$ cat src/rtl/frame_buf_pkg.sv
// frame_buf_pkg: shared definitions for the frame ring buffer.
//   wr_state_t / rd_state_t : write and read FSM state encodings
//   DROP_CNT_W              : width of the dropped-word counter
//   slot_w()                : index width for n entries, never below 1 bit
package frame_buf_pkg;

   typedef enum logic {WR_IDLE = 1'b0, WR_FILL = 1'b1} wr_state_t;
   typedef enum logic {RD_IDLE = 1'b0, RD_READ = 1'b1} rd_state_t;

   localparam int DROP_CNT_W = 16;

   function automatic int slot_w(input int n);
      return (n > 1) ? $clog2(n) : 1;
   endfunction

endpackage

$ cat src/rtl/fb_ring_mem.sv
// fb_ring_mem: simple dual-port RAM, one write port and one registered read
// port on a single clock. The read register clears on reset and holds its
// value on cycles without a read.
//   clk, reset              : clock, synchronous active-high reset (read reg only)
//   wr_en, wr_addr, wr_data : write port
//   rd_en, rd_addr, rd_data : read port, data one cycle after rd_en
module fb_ring_mem #(
   parameter int DATA_WIDTH = 24,
   parameter int DEPTH      = 16,
   parameter int AW         = 4
) (
   input  logic                  clk,
   input  logic                  reset,
   input  logic                  wr_en,
   input  logic [AW-1:0]         wr_addr,
   input  logic [DATA_WIDTH-1:0] wr_data,
   input  logic                  rd_en,
   input  logic [AW-1:0]         rd_addr,
   output logic [DATA_WIDTH-1:0] rd_data
);

   logic [DATA_WIDTH-1:0] mem [DEPTH];

   // Contents are deliberately not reset.
   always_ff @(posedge clk) begin
      if (wr_en) mem[wr_addr] <= wr_data;
   end

   always_ff @(posedge clk) begin
      if (reset)      rd_data <= '0;
      else if (rd_en) rd_data <= mem[rd_addr];
   end

endmodule

$ cat src/rtl/frame_buf_ring.sv
// frame_buf_ring: N-deep frame ring buffer. A producer fills whole frames of
// 2**ADDR_WIDTH words into NUM_BUFS slots; a consumer drains complete frames
// in FIFO order. Writer and reader always work on different slots because the
// slot being filled is never counted in frame_cnt.
//   clk, reset            : clock, synchronous active-high reset
//   wr_en_in, data_in     : write strobe / data, accepted when wr_rdy
//   wr_rdy                : write side ready
//   rd_en_in, rd_rdy      : read strobe, accepted when rd_rdy
//   data_out, rd_valid    : registered read data, valid one cycle after accept
//   frame_cnt             : complete frames not yet fully read
//   drop_cnt, underrun    : statistics, live only with FRAME_BUF_STATS_EN
//                           defined, otherwise tied to 0
module frame_buf_ring
   import frame_buf_pkg::*;
#(
   parameter int DATA_WIDTH = 24,
   parameter int ADDR_WIDTH = 3,
   parameter int NUM_BUFS   = 2
) (
   input  logic                          clk,
   input  logic                          reset,
   input  logic                          wr_en_in,
   input  logic [DATA_WIDTH-1:0]         data_in,
   output logic                          wr_rdy,
   input  logic                          rd_en_in,
   output logic                          rd_rdy,
   output logic [DATA_WIDTH-1:0]         data_out,
   output logic                          rd_valid,
   output logic [$clog2(NUM_BUFS+1)-1:0] frame_cnt,
   output logic [DROP_CNT_W-1:0]         drop_cnt,
   output logic                          underrun
);

   localparam int FRAME_WORDS = 2**ADDR_WIDTH;
   localparam int SLOT_W      = slot_w(NUM_BUFS);
   localparam int CNT_W       = $clog2(NUM_BUFS+1);
   localparam int MEM_DEPTH   = NUM_BUFS*FRAME_WORDS;
   localparam int MEM_AW      = slot_w(MEM_DEPTH);
   localparam logic [SLOT_W-1:0] LAST_SLOT = SLOT_W'(NUM_BUFS-1);
   localparam logic [CNT_W-1:0]  FULL_CNT  = CNT_W'(NUM_BUFS);

   wr_state_t             wr_state;
   rd_state_t             rd_state;
   logic [SLOT_W-1:0]     wr_slot, rd_slot;
   logic [ADDR_WIDTH-1:0] wr_addr, rd_addr;
   logic                  wr_acc, rd_acc, wr_last, rd_last;
   logic [MEM_AW-1:0]     wr_paddr, rd_paddr;

   assign wr_rdy  = !reset && (wr_state == WR_FILL || frame_cnt < FULL_CNT);
   assign rd_rdy  = !reset && (rd_state == RD_READ || frame_cnt != '0);
   assign wr_acc  = wr_en_in && wr_rdy;
   assign rd_acc  = rd_en_in && rd_rdy;
   assign wr_last = wr_acc && (wr_addr == '1);
   assign rd_last = rd_acc && (rd_addr == '1);

   // FRAME_WORDS is a power of two, so slot*FRAME_WORDS+word is a concatenation.
   assign wr_paddr = MEM_AW'({wr_slot, wr_addr});
   assign rd_paddr = MEM_AW'({rd_slot, rd_addr});

   // Write FSM: IDLE takes word 0 of a new frame, FILL the rest. The word
   // address wraps to 0 by itself on the last word.
   always_ff @(posedge clk) begin
      if (reset) begin
         wr_state <= WR_IDLE;
         wr_slot  <= '0;
         wr_addr  <= '0;
      end else if (wr_acc) begin
         wr_addr <= wr_addr + 1'b1;
         if (wr_last) begin
            wr_state <= WR_IDLE;
            wr_slot  <= (wr_slot == LAST_SLOT) ? '0 : wr_slot + 1'b1;
         end else begin
            wr_state <= WR_FILL;
         end
      end
   end

   // Read FSM mirrors the writer on the drain side.
   always_ff @(posedge clk) begin
      if (reset) begin
         rd_state <= RD_IDLE;
         rd_slot  <= '0;
         rd_addr  <= '0;
      end else if (rd_acc) begin
         rd_addr <= rd_addr + 1'b1;
         if (rd_last) begin
            rd_state <= RD_IDLE;
            rd_slot  <= (rd_slot == LAST_SLOT) ? '0 : rd_slot + 1'b1;
         end else begin
            rd_state <= RD_READ;
         end
      end
   end

   // Completion on both sides in one cycle leaves the count unchanged.
   always_ff @(posedge clk) begin
      if (reset)                    frame_cnt <= '0;
      else if (wr_last && !rd_last) frame_cnt <= frame_cnt + 1'b1;
      else if (rd_last && !wr_last) frame_cnt <= frame_cnt - 1'b1;
   end

   always_ff @(posedge clk) begin
      if (reset) rd_valid <= 1'b0;
      else       rd_valid <= rd_acc;
   end

   fb_ring_mem #(
      .DATA_WIDTH (DATA_WIDTH),
      .DEPTH      (MEM_DEPTH),
      .AW         (MEM_AW)
   ) u_mem (
      .clk     (clk),
      .reset   (reset),
      .wr_en   (wr_acc),
      .wr_addr (wr_paddr),
      .wr_data (data_in),
      .rd_en   (rd_acc),
      .rd_addr (rd_paddr),
      .rd_data (data_out)
   );

`ifdef FRAME_BUF_STATS_EN
   logic [DROP_CNT_W-1:0] drop_q;
   logic                  underrun_q;

   always_ff @(posedge clk) begin
      if (reset) begin
         drop_q     <= '0;
         underrun_q <= 1'b0;
      end else begin
         if (wr_en_in && !wr_rdy && drop_q != '1) drop_q <= drop_q + 1'b1;
         if (rd_en_in && !rd_rdy)                 underrun_q <= 1'b1;
      end
   end

   assign drop_cnt = drop_q;
   assign underrun = underrun_q;
`else
   assign drop_cnt = '0;
   assign underrun = 1'b0;
`endif

endmodule
$ cat config.mk
export PLATFORM = sky130hd
export DESIGN_NAME = frame_buf_ring
export DESIGN_NICKNAME = d
export VERILOG_FILES = /design/src/rtl/frame_buf_pkg.sv /design/src/rtl/fb_ring_mem.sv /design/src/rtl/frame_buf_ring.sv
export SDC_FILE = /design/constraint.sdc
export NUM_CORES = 1
export LEC_CHECK = 0
export CAP_MARGIN = 10
export CORE_ASPECT_RATIO = 1.1
export CORE_MARGIN = 8
export CORE_UTILIZATION = 60
export CTS_BUF_LIST = sky130_fd_sc_hd__clkbuf_4 sky130_fd_sc_hd__clkbuf_8
export DETAILED_ROUTE_END_ITERATION = 12
export DONT_BUFFER_PORTS = 1
export PLACE_DENSITY = 0.76
export SETUP_SLACK_MARGIN = 0.5
export SYNTH_ARGS = -nofsm -noshare
export SYNTH_HDL_FRONTEND = slang
export SYNTH_HIERARCHICAL = 1
export SYNTH_SLANG_ARGS = --single-unit
$ cat constraint.sdc
create_clock -name clk -period 5.1 [get_ports clk]
set_input_delay 1.275 -clock clk [delete_from_list [all_inputs] [get_ports clk]]
set_output_delay 1.275 -clock clk [all_outputs]
set_load 0.02 [all_outputs]
==> summary.md, run 1 <==
| Metric | Value |
|---|---|
| Status | `finished clean` |
| HPWL after DPL | `17.6 mm` |
| Type of the most critical hold path | `reg -> reg` |
| Crit path max fanout | `20` |
| Share of layout cells above drive strength 1 | `14.2%` |
| Ranking of synthesized cells by area | `edfxtp_1 70%, mux2i_1 12%, dfxtp_1 4.5%, a22oi_1 3.3%, nand3_1 2.2%` |
| Max transition margin | `22.9%` |
| Slew @ Worst Pin | `1160 ps` |
| DR iter-0 viols | `541` |
| Reg2Reg Depth | `6` |
| Area of the multi-input gates | `3860 µm²` |
| Routed WL | `31.7 mm` |
| Cell variety after synth | `39` |
| H-tree Lvls | `2` |
| Grt met1 use | `23.5%` |
| Die H | `190 µm` |
| Max clock buf depth | `3` |
| GP Congestion | `0.723` |
| Critical path class | `in -> reg` |
| Layout Cells excl Fill | `1,404` |
| Cell Rows | `63` |
| Mapped Area | `16,500 µm²` |
| # fillers | `1,816` |
| GRT Max-Usage Layer | `met2` |
| Clk sinks | `421` |
| Die width | `174 µm` |
| DIE AREA | `33,000 µm²` |
| Seq. cell area | `12,300 µm²` |
| Vias in the first global route | `8,644` |
| Seq/Total Area, Yosys | `74.5%` |
| FF-to-FF Start | `frame_cnt[1]` |
| Wirelength per Cell | `22.6 µm` |
| Largest net degree at the start of global routing | `78` |
| DR vias | `8,333` |
| DRC violations left | `0` |
| Slew Limit Fails | `0` |
| Post-route ant nets | `0` |
| Synth Register Bits | `421` |
| Crit. Startpoint | `reset` |
| Worst Path Required | `5370 ps` |
| Met2 Use GR | `33.5%` |
| Post-route setup TNS | `0 ps` |
| Yosys warns | `6` |
| Post-CTS Hold Buffers | `0` |
| Clock skew | `18.4 ps` |
| Max cap viols | `0` |
| Placed Cells | `1,292` |
| Cell taking the most area after synthesis | `edfxtp_1` |
| Post-CTS Resized | `0` |
| Design area | `18,000 µm²` |
| EDFF count, synth | `384` |
| Worst-Skew Late Latency | `590 ps` |
| Ports | `74` |
| Max VDD drop | `298 µV` |
| Initial Utilization | `61.1%` |
| Number of port buffers | `0` |
| R2R Setup Slk | `2170 ps` |
| Syn_area_per_cell | `16.9 µm²` |
| Power per Cell Area | `361 nW/µm²` |
| Post-route minimum period | `3060 ps` |
| Met3 usage | `4.08%` |
| CP Capture Type | `flop` |
| Arrival time worst endpoint | `3330 ps` |
| Mapped Cells | `974` |
| Vias per std cell | `5.94` |
| Ys flop type | `edfxtp_1` |
| Fmax | `0.326 GHz` |
| Fraction of registers with async set or reset after synthesis | `0%` |
| Gr ovfl total | `0` |
| Final Cycle Share | `60.1%` |
| Initial antenna violation count | `0` |
| CTS Root Cell | `clkbuf_8` |
| Most frequent cells in the layout | `384 x edfxtp_1, 194 x mux2i_1, 73 x nand3_1` |
| Commonest non-fill, non-tap cell in the layout | `edfxtp_1` |
| # setup viols final | `0` |
| Clock slew at reported path FFs | `60 ps` |
| Startpoint Class | `input pin` |
| RSZ-0062 raised after global routing | `false` |
| P&R area growth vs syn | `9.13%` |
| LEAKAGE | `5.57 nW` |
| Final hold vios | `0` |
| Post-CTS Setup Bufs | `0` |
| Core box area | `27,000 µm²` |
| Drt pass-1 iters | `5` |
| Final Net Count | `1,031` |
| Yosys top cell area share | `70.0%` |
| Diode count | `0` |
| First-pass GRT wire length | `49.4 mm` |
| Total track usage | `19.2%` |
| Worst Setup EP | `u_mem/mem[12][4]` |
| Reg2reg end | `u_mem/mem[12][4]` |
| Inserted Clock Buffers | `61` |
| CTS tree | `built` |
| Post-DP Area | `16,700 µm²` |
-- final cells by class --
| class | count | share of cell area (%) |
|---|---|---|
| Clock inverter | 15 | 0.529 |
| Tap cell | 357 | 2.49 |
| Sequential cell | 421 | 68.3 |
| Inverter | 3 | 0.0627 |
| Multi-Input combinational cell | 499 | 21.5 |
| Clock buffer | 97 | 6.39 |
| Timing Repair Buffer | 12 | 0.710 |
-- cells by family (layout without fill, tap and decap cells) --
| family | Yosys count | in the layout | synth area share [%] |
|---|---|---|---|
| DFF | 421 | 421 | 74.5 |
| muxes | 198 | 198 | 12.2 |
| and+or+nand+nor | 171 | 171 | 5.22 |
| AOI/OAI and AO/OA | 106 | 106 | 4.38 |
| buffers and inverters | 70 | 127 | 3.19 |
| adders and majority gates | 5 | 5 | 0.380 |
| xor gates and xnor gates | 2 | 2 | 0.106 |
| other | 1 | 17 | 0.0228 |
-- cells in the mapped netlist, types with 4 or more instances --
cell type and instances:
a21oi_1 28, a22oi_1 72, buf_2 11, buf_4 21
buf_6 14, buf_8 4, clkbuf_1 15, dfxtp_1 37
edfxtp_1 384, ha_1 5, mux2_4 4, mux2i_1 194
nand2_1 50, nand2b_1 4, nand3_1 73, nor2_1 17
nor3_1 4
-- critical path: stages --
cell and delay (ps):
nand2b_4 130, or2_4 260, inv_1 120, nand3_1 300, nor3_2 860, buf_4 380
-- through the flow --
stage	total power [mW]	hold slack [ps]	setup WS (ps)	util, %
after global routing	6.69	538	1950	66.6
after detailed placement	3.93	507	1420	62.0
after floorplan	3.92	472	717	-
after CTS	6.54	521	2050	66.6
after global placement	3.93	489	1570	62.0
final	6.49	515	2040	66.6
-- worst min path at each step --
stage / startpoint / endpoint / slack [ps] / depth (start not counted)
after global placement: rd_state / rd_state / 490 / 1
after global routing: rd_state / rd_state / 540 / 1
final: rd_state / rd_state / 510 / 1
after floorplan: wr_slot / wr_slot / 470 / 1
after detailed placement: rd_state / rd_state / 510 / 1
after CTS: rd_state / rd_state / 520 / 1
-- state kept, by name, indices dropped and copies added (netlist names) --
| register | count |
|---|---|
| rd_state | 1 |
| wr_slot | 1 |
| wr_addr | 3 |
| frame_cnt | 2 |
| rd_valid | 1 |
| rd_addr | 3 |
| wr_state | 1 |
| rd_slot | 1 |
| u_mem/rd_data | 24 |
| u_mem/mem | 384 |
-- per-layer routing --
layer	part of all wire (%)	up-vias
li1	-	3809
met1	39	4209
met2	52	261
met3	6.4	54
met4	2.2	0
met5	0	-
-- where the power goes --
group,internal (mW),total [mW],switching (mW)
combinational,0.0184,0.0649,0.0465
sequential,3.78,3.79,0.00800
clock,1.47,2.63,1.16
No activity file was read; power rests on OpenSTA's default activity.
==> inputs of run 2 (changes only) <==
- clock period: 5.1 -> 3.1 ns (I/O delays scaled with it)
==> summary.md, run 2 (synthesis gave the netlist of run 1 again) <==
| Metric | Value |
|---|---|
| Status | `finished clean` |
| Drt pass-1 iters | `5` |
| DR vias | `8,634` |
| DRC violations left | `0` |
| Number of port buffers | `0` |
| First-pass GRT wire length | `52.2 mm` |
| Max VDD drop | `369 µV` |
| Reg2reg end | `u_mem/mem[9][21]` |
| Switching Fraction | `19.7%` |
| CP peak stage delay | `420 ps` |
| Die H | `190 µm` |
| Post-CTS Hold Buffers | `0` |
| H-tree Lvls | `3` |
| Share of layout cells above drive strength 1 | `16.9%` |
| Slew @ Worst Pin | `822 ps` |
| Crit path max fanout | `5` |
| Core box area | `27,000 µm²` |
| FF-to-FF Start | `frame_cnt[1]` |
| Max transition margin | `45.2%` |
| CTS Root Cell | `clkbuf_8` |
| Wirelength per Cell | `24.2 µm` |
| Placed Cells | `1,318` |
| DR iter-0 viols | `870` |
| Post-route setup TNS | `0 ps` |
| Fmax | `0.418 GHz` |
| Die width | `174 µm` |
| Number of flip-flops under the largest register name | `384` |
| Clock slew at reported path FFs | `60 ps` |
| Gr ovfl total | `0` |
| Critical path buffers and inverters | `1` |
| Initial Utilization | `61.1%` |
| Post-CTS Setup Bufs | `0` |
| Worst path slowest cell | `dfxtp_1` |
| Inserted Clock Buffers | `66` |
| Vias per std cell | `6.00` |
| WHS | `279 ps` |
| Cell Rows | `63` |
| Type of the most critical hold path | `in -> reg` |
| Max clock buf depth | `3` |
| Layout Cells excl Fill | `1,438` |
| Slew Limit Fails | `0` |
| Post-place setup slack | `546 ps` |
| Power per Cell Area | `593 nW/µm²` |
| Met3 Wirelength | `3.14 mm` |
| Vias in the first global route | `8,849` |
| Seq. cell area | `12,300 µm²` |
| Startpoint Class | `flop` |
| Worst Path Required | `2320 ps` |
| Initial antenna violation count | `0` |
| HPWL after DPL | `21.6 mm` |
| Design area | `18,300 µm²` |
| Fraction of power consumed by combinational cells | `1.1%` |
| Area of the multi-input gates | `3890 µm²` |
| Commonest non-fill, non-tap cell in the layout | `edfxtp_1` |
| # fillers | `1,778` |
| Clk pwr share | `41.3%` |
| WHS Path Cells | `1` |
| P&R area growth vs syn | `11.0%` |
| Diode count | `0` |
| Wl on met1 | `13.3 mm` |
| Final core occ | `67.8%` |
| Top flop regs | `u_mem/mem: 384 flops, u_mem/rd_data: 24 flops` |
| Post-CTS Resized | `0` |
| P_sw | `2.14 mW` |
| Max cap viols | `0` |
| Post-route ant nets | `0` |
| Sequential Power Share | `57.6%` |
| Met2 WL | `17.5 mm` |
| RSZ-0062 raised after global routing | `false` |
| Final Cycle Share | `77.2%` |
| Worst-path cell chain | `nor3_2 -> nor2_1 -> buf_4` |
| Setup ws final | `707 ps` |
| Critical path class | `reg -> out` |
| Post-DP Area | `17,000 µm²` |
| Hold_sp | `reset` |
| Reg2Reg Depth | `6` |
| Critical path's top delay family | `simple AND/OR/NAND/NOR gates` |
| DIE AREA | `33,000 µm²` |
| CP Capture Type | `output pin` |
| Post-route minimum period | `2390 ps` |
| Worst hold endpoint | `frame_cnt[1]` |
| Most frequent cells in the layout | `384 x edfxtp_1, 194 x mux2i_1, 73 x nand3_1` |
| LEAKAGE | `5.71 nW` |
| Worst-Skew Late Latency | `580 ps` |
| GP Congestion | `0.771` |
| Overall power | `10.8 mW` |
| Clk sinks | `421` |
| Int Power | `8.70 mW` |
| Arrival time worst endpoint | `1620 ps` |
| Largest net degree at the start of global routing | `68` |
| Top Layer Used | `met4` |
| R2R Setup Slk | `760 ps` |
| Routed WL | `34.8 mm` |
| Final hold vios | `0` |
| CTS tree | `built` |
| Total track usage | `21.0%` |
| Most flop-heavy register | `u_mem/mem` |
| Ports | `74` |
| Final Net Count | `1,062` |
| # setup viols final | `0` |
| Clock skew | `30.6 ps` |
==> run 2: per-layer routing <==
| metal | track usage, % | vias to the layer above |
|---|---|---|
| li1 | - | 3881 |
| met3 | 5.21 | 66 |
| met1 | 26.5 | 4321 |
| met2 | 34.7 | 366 |
| met4 | 8.36 | 0 |
| met5 | 0 | - |
==> run 2: layout make-up <==
type | count | area share [%]
tap | 357 | 2.45
sequential | 421 | 67.2
clock buffer | 98 | 6.42
clock inverter | 22 | 0.664
inverter | 3 | 0.0616
multi-input combinational | 499 | 21.3
timing repair buffer | 38 | 1.90
==> run 2: power groups by stage <==
stage	Sequential, mW	Clock, mW	Combinational [mW]
finish	6.24	4.48	0.116
global route	6.24	4.84	0.124
CTS	6.24	4.57	0.115
detailed placement	6.36	0	0.114
global placement	6.36	0	0.112
floorplan	6.36	0	0.101
==> run 2: worst max-delay path by stage <==
stage | start | to | cells after the start
2_1_floorplan | reset | u_mem/mem[0][0] | 6
3_3_place_gp | reset | u_mem/mem[9][13] | 6
3_5_place_dp | reset | u_mem/mem[9][16] | 6
4_1_cts | frame_cnt[0] | rd_rdy | 3
5_1_grt | frame_cnt[0] | rd_rdy | 3
6_report | frame_cnt[0] | rd_rdy | 3
==> run 2: worst register-to-register path, delay by kind of cell, from the launching register on <==
kind / cells / cell delay, ps
simple gates: 4 / 1320
buf+inv: 2 / 300
flops: 1 / 430
